**src/rtl/skip_pkg.sv**
```systemverilog
// Shared types and helpers for the skip-ring monitor.
// Holds the FSM state enum, default widths and a popcount helper.
package skip_pkg;

  typedef enum logic {
    IDLE,
    RUN
  } state_t;

  localparam int DEF_SYNC = 2;
  localparam int DEF_CW   = 8;

  // Number of set bits in a skip mask, i.e. the
  // expected SCLK pulses per ring revolution.
  function automatic int unsigned popcount(
    input logic [31:0] v
  );
    int unsigned n;
    n = 0;
    for (int i = 0; i < 32; i++) begin
      n += 32'(v[i]);
    end
    return n;
  endfunction

endpackage

```
**src/rtl/skip_edge_sync.sv**
```systemverilog
// SYNC-deep synchronizer followed by a history flop.
// Ports: clk, rst (sync, active-high), d (async in), pulse (rising-edge strobe).
module skip_edge_sync
  import skip_pkg::*;
#(
  parameter int SYNC = DEF_SYNC
) (
  input  logic clk,
  input  logic rst,
  input  logic d,
  output logic pulse
);

  logic [SYNC-1:0] sr;
  logic            hist;

  always_ff @(posedge clk) begin
    if (rst) begin
      sr   <= '0;
      hist <= 1'b0;
    end else begin
      sr   <= {sr[SYNC-2:0], d};
      hist <= sr[SYNC-1];
    end
  end

  assign pulse = sr[SYNC-1] & ~hist;

endmodule

```
**src/rtl/skip_monitor.sv**
```systemverilog
// Counts SCLK pulses and mCLK cycles per B0 revolution, reports via VALID/READY.
// Ports: mCLK, RST, SCLK, B0, EXP, READY -> VALID, COUNT, PERIOD, MISMATCH, LOCK, OVR.
module skip_monitor
  import skip_pkg::*;
#(
  parameter int CW    = DEF_CW,
  parameter int PW    = 32,
  parameter int SYNC  = DEF_SYNC,
  parameter int LOCKN = 2
) (
  input  logic          mCLK,
  input  logic          RST,
  input  logic          SCLK,
  input  logic          B0,
  input  logic [CW-1:0] EXP,
  input  logic          READY,
  output logic          VALID,
  output logic [CW-1:0] COUNT,
  output logic [PW-1:0] PERIOD,
  output logic          MISMATCH,
  output logic          LOCK,
  output logic          OVR
);

  localparam int RW = $clog2(LOCKN + 1);
  localparam logic [CW-1:0] CMAX = '1;
  localparam logic [PW-1:0] PMAX = '1;
  localparam logic [RW-1:0] RMAX = RW'(LOCKN);

  logic          sclk_e;
  logic          b0_e;
  state_t        state_q;
  state_t        state_d;
  logic [CW-1:0] pcnt;
  logic [PW-1:0] per;
  logic [RW-1:0] run_q;
  logic [RW-1:0] run_d;
  logic [CW-1:0] cnt_c;
  logic          bnd;
  logic          match;
  logic          load;

  skip_edge_sync #(.SYNC(SYNC)) u_sclk (
    .clk   (mCLK),
    .rst   (RST),
    .d     (SCLK),
    .pulse (sclk_e)
  );

  skip_edge_sync #(.SYNC(SYNC)) u_b0 (
    .clk   (mCLK),
    .rst   (RST),
    .d     (B0),
    .pulse (b0_e)
  );

  always_ff @(posedge mCLK) begin
    if (RST) state_q <= IDLE;
    else     state_q <= state_d;
  end

  always_comb begin
    state_d = state_q;
    bnd     = 1'b0;
    unique case (state_q)
      IDLE: if (b0_e) state_d = RUN;
      RUN:  bnd = b0_e;
      default: state_d = IDLE;
    endcase
  end

  // A same-cycle SCLK edge closes out with the old
  // revolution, so it is folded in before the compare.
  always_comb begin
    cnt_c = pcnt;
    if (sclk_e && pcnt != CMAX) cnt_c = pcnt + 1'b1;
    match = (cnt_c == EXP);
    run_d = '0;
    if (match) begin
      run_d = (run_q == RMAX) ? run_q : run_q + 1'b1;
    end
    load = bnd && (!VALID || READY);
  end

  always_ff @(posedge mCLK) begin
    if (RST) begin
      pcnt     <= '0;
      per      <= '0;
      run_q    <= '0;
      VALID    <= 1'b0;
      COUNT    <= '0;
      PERIOD   <= '0;
      MISMATCH <= 1'b0;
      LOCK     <= 1'b0;
      OVR      <= 1'b0;
    end else begin
      if (state_q == IDLE) begin
        pcnt <= '0;
        per  <= b0_e ? PW'(1) : '0;
      end else if (bnd) begin
        pcnt <= '0;
        per  <= PW'(1);
      end else begin
        pcnt <= cnt_c;
        if (per != PMAX) per <= per + 1'b1;
      end

      if (load) begin
        VALID    <= 1'b1;
        COUNT    <= cnt_c;
        PERIOD   <= per;
        MISMATCH <= !match;
      end else if (bnd) begin
        OVR <= 1'b1;
      end else if (VALID && READY) begin
        VALID <= 1'b0;
      end

      // Lock follows every boundary, even dropped ones.
      if (bnd) begin
        run_q <= run_d;
        LOCK  <= (run_d == RMAX);
      end
    end
  end

endmodule

```
**config.mk**
```make
export PLATFORM = sky130hd
export DESIGN_NAME = skip_monitor
export DESIGN_NICKNAME = d
export VERILOG_FILES = /design/src/rtl/skip_pkg.sv /design/src/rtl/skip_edge_sync.sv /design/src/rtl/skip_monitor.sv
export SDC_FILE = /design/constraint.sdc
export NUM_CORES = 1
export LEC_CHECK = 0
export CAP_MARGIN = 10
export CORE_ASPECT_RATIO = 1.2
export CORE_MARGIN = 5
export CORE_UTILIZATION = 58
export CTS_CLUSTER_SIZE = 12
export DETAILED_ROUTE_END_ITERATION = 16
export GPL_ROUTABILITY_DRIVEN = 0
export HOLD_SLACK_MARGIN = 0.02
export PLACE_DENSITY = 0.84
export REMOVE_ABC_BUFFERS = 1
export SYNTH_ARGS = -nofsm -noshare
export SYNTH_HDL_FRONTEND = slang
export SYNTH_SLANG_ARGS = --single-unit
```
**constraint.sdc**
```tcl
create_clock -name mCLK -period 6.4 [get_ports mCLK]
set_clock_uncertainty 0.2 [all_clocks]
set_input_delay 1.28 -clock mCLK [delete_from_list [all_inputs] [get_ports mCLK]]
set_output_delay 1.28 -clock mCLK [all_outputs]
set_load 0.03 [all_outputs]
```
==> flow_metrics.tcl <==
set metrics [dict create \
    setup.worst_path.start_class "input port" \
    synth_cells 484 \
    ys_types 48 \
    synth_top_area_share_pct 46.18 \
    grt_max_degree 59 \
    drive_gt1_share_pct 5.597 \
    p_leak_nw 1.548 \
    path_buf_inv 2 \
    synth_seq_cells 93 \
    max_freq_ghz 0.3294 \
    ff2ff_setup_slack_ps 3730 \
    async_flop_share_pct 0 \
    final_area_sq_um 4833 \
    worst_pin_slew_ps 715.3 \
    drt_iter0_drc 293 \
    worst-setup-path-type "input port to flop" \
    post_cts_buffers 0 \
    reg2reg_depth 6 \
    worst_path_largest_cell_delay_ps 470 \
    area.growth.synth_to_final_pct 19.89 \
    endpoint_kind "flop" \
    cts_htree_levels 3 \
    cts.repair.resized 0 \
    hold_class "flop to flop" \
    num_rows 33 \
    core_sq_um 6813 \
    whs_path_depth 1 \
    io_pins 57 \
    hold_viol 0 \
    numCtsBuffers 9 \
    maxSlewHeadroom_pct 52.17 \
    hpwl_microns 6351 \
    die_area_sq_um 8725 \
    rsz0062_at_grt "no" \
    post-route-period-util_pct 47.43 \
    drv_cap 0 \
    synth_top_cell_by_area "dfxtp_1" \
    ant_nets 0 \
    tns_ps 0 \
    cp_max_fo 26 \
    via_per_inst 5.644 \
    drc 0 \
    hp-start "u_sclk.sr[0]$_SDFF_PP0_" \
    layout_common_cells "93 x dfxtp_1, 85 x nand2_1, 55 x nor2_1, 55 x clkdlybuf4s50_1, 49 x a21oi_1" \
    diodes 0 \
    wirelength_microns 9125 \
    ctsRootBufferMaster "clkbuf_8" \
    grt_pass1_vias 3457 \
    layout_commonest_cell "dfxtp_1" \
    final-setup-viol-count 0 \
    reg2reg_to "LOCK$_SDFFE_PP0P_" \
    clk_path_buf_depth 2 \
    synth_area_leaders "dfxtp_1 46%, nand2_1 7.9%, a21oi_1 6.1%" \
    whs_endpoint "u_sclk.sr[1]$_SDFF_PP0_" \
    crit_chain "clkdlybuf4s50_1, nand2b_1, nand3_1, buf_4, o31a_1" \
    syn_area_per_cell_sq_um 8.329 \
    vdd_drop_max_v 0.0001530 \
    routed-via-count 3516 \
    clkTransAtPathRegs_ps 90 \
    post_dp_cell_area_sq_um 4632 \
    worstSkewPairLatency_ps 350 \
    start_util_pct 59.17 \
    ys_warn_count 0 \
    cp_slowest_cell "clkdlybuf4s50_1" \
    grt-ovfl-total 0 \
    routedWlPerCell_microns 14.65 \
    dieWidth_microns 86.11 \
    synth_edf_count 0 \
    nFillCells 565 \
    period_minus_slack_ps 3036 \
    crit_family "buffers and inverters" \
    cts_sinks 93 \
    r2r_start "pcnt[3]$_SDFF_PP0_" \
    final_nets 547 \
    run_status "finished, final reports clean" \
    hold_buffers 0 \
    die_h_microns 101.3 \
    antenna_found_initial 0 \
    critPathRequiredTime_ps 6450 \
    syn_area_sq_um 4031 \
    dr.pass1.iters 4 \
    grt_pass1_wl_microns 15180 \
    port_buffers 56 \
    grt_use_total_pct 21.18 \
    cellPowerDensity_nw_per_um2 207.8 \
    crit_arrival_ps 3090 \
    cts_tree "done" \
    ys_seq_area_share_pct 46.18 \
    slew_violations 0 \
    ys.flop_type "dfxtp_1" \
]
[registers in the layout, summed over array words and instances (netlist names)]
signal       count
COUNT            8
LOCK             1
MISMATCH         1
OVR              1
PERIOD          32
VALID            1
pcnt             8
per             32
run_q            2
state_q          1
u_b0.hist        1
u_b0.sr          2
u_sclk.hist      1
u_sclk.sr        2
[synth_stat cells, types with 4 or more instances]
master,count
a211oi_1,5
a21oi_1,49
and3_1,10
and4_1,5
clkbuf_1,19
dfxtp_1,93
inv_1,7
mux2i_1,4
nand2_1,85
nand2b_1,8
nand3_1,17
nand3b_1,6
nand4_1,16
nor2_1,56
nor2b_1,10
nor3_1,6
nor4_1,4
o211ai_1,4
o21ai_0,7
o41ai_1,4
or3_1,4
xnor2_1,13
xor2_1,18
[metrics by stage]
stage / instances / hold WS [ps] / util (%) / worst slack [ps] / power, mW
floorplan: 460 / 213.8 / - / 3222 / 0.6093
global placement: 607 / 229.8 / 67.99 / 3018 / 0.6275
detailed placement: 607 / 243.4 / 67.99 / 2982 / 0.6287
CTS: 623 / 264.0 / 70.95 / 3362 / 1.011
global route: 623 / 281.4 / 70.95 / 3201 / 1.041
finish: 623 / 261.8 / 70.95 / 3365 / 1.004
[routing by layer]
| layer | routed length [microns] | track usage, % | share of wire [%] | vias up |
|---|---|---|---|---|
| met2 | 4621 | 37.45 | 51 | 89 |
| li1 | - | - | - | 1768 |
| met4 | 174 | 7.795 | 1.9 | 0 |
| met5 | 0 | 0 | 0 | - |
| met1 | 3866 | 25.09 | 42 | 1643 |
| met3 | 463 | 4.557 | 5.1 | 16 |
[area by class of cell]
cell class              count  area (sq um)  share of cell area (%)
repair buffers             60         585.6                   12.11
well taps                  87         108.9                   2.252
clock inverters             5         60.06                   1.243
inverters                   7         26.28                  0.5436
flip-flops and latches     93          1862                   38.52
multi-input cells         360          2049                   42.40
clock buffers              11         141.4                   2.925
[how the worst max path moves through the flow]
stage | slack, ps | cells past startpoint | start | endpoint
finish | 3360 | 5 | READY | MISMATCH$_SDFFE_PP0P_
global route | 3200 | 5 | READY | MISMATCH$_SDFFE_PP0P_
CTS | 3360 | 5 | READY | MISMATCH$_SDFFE_PP0P_
detailed placement | 2980 | 5 | READY | MISMATCH$_SDFFE_PP0P_
global placement | 3020 | 5 | READY | MISMATCH$_SDFFE_PP0P_
floorplan | 3220 | 4 | READY | COUNT[3]$_SDFFE_PP0P_
[cell families (layout without fill, tap and decap cells)]
kind of cell             Yosys count  count (layout)  synth area share (%)
XOR/XNOR                          31              31                 6.735
multiplexers                       4               4                0.9932
AO/OA/AOI/OAI                     83              83                 12.79
flip-flops                        93              93                 46.18
AND/OR/NAND/NOR                  239             239                 29.33
buffers and inverters             31              83                 3.042
adder cells (fa/ha/maj)            3               3                0.9312
[where the power goes]
| group | leakage (nW) | internal, mW | switching (mW) |
|---|---|---|---|
| logic | 0.698 | 0.0134 | 0.0186 |
| registers | 0.750 | 0.581 | 0.00247 |
| clock network | 0.0995 | 0.192 | 0.197 |
Note: power is estimated with default switching activity, not from simulation.
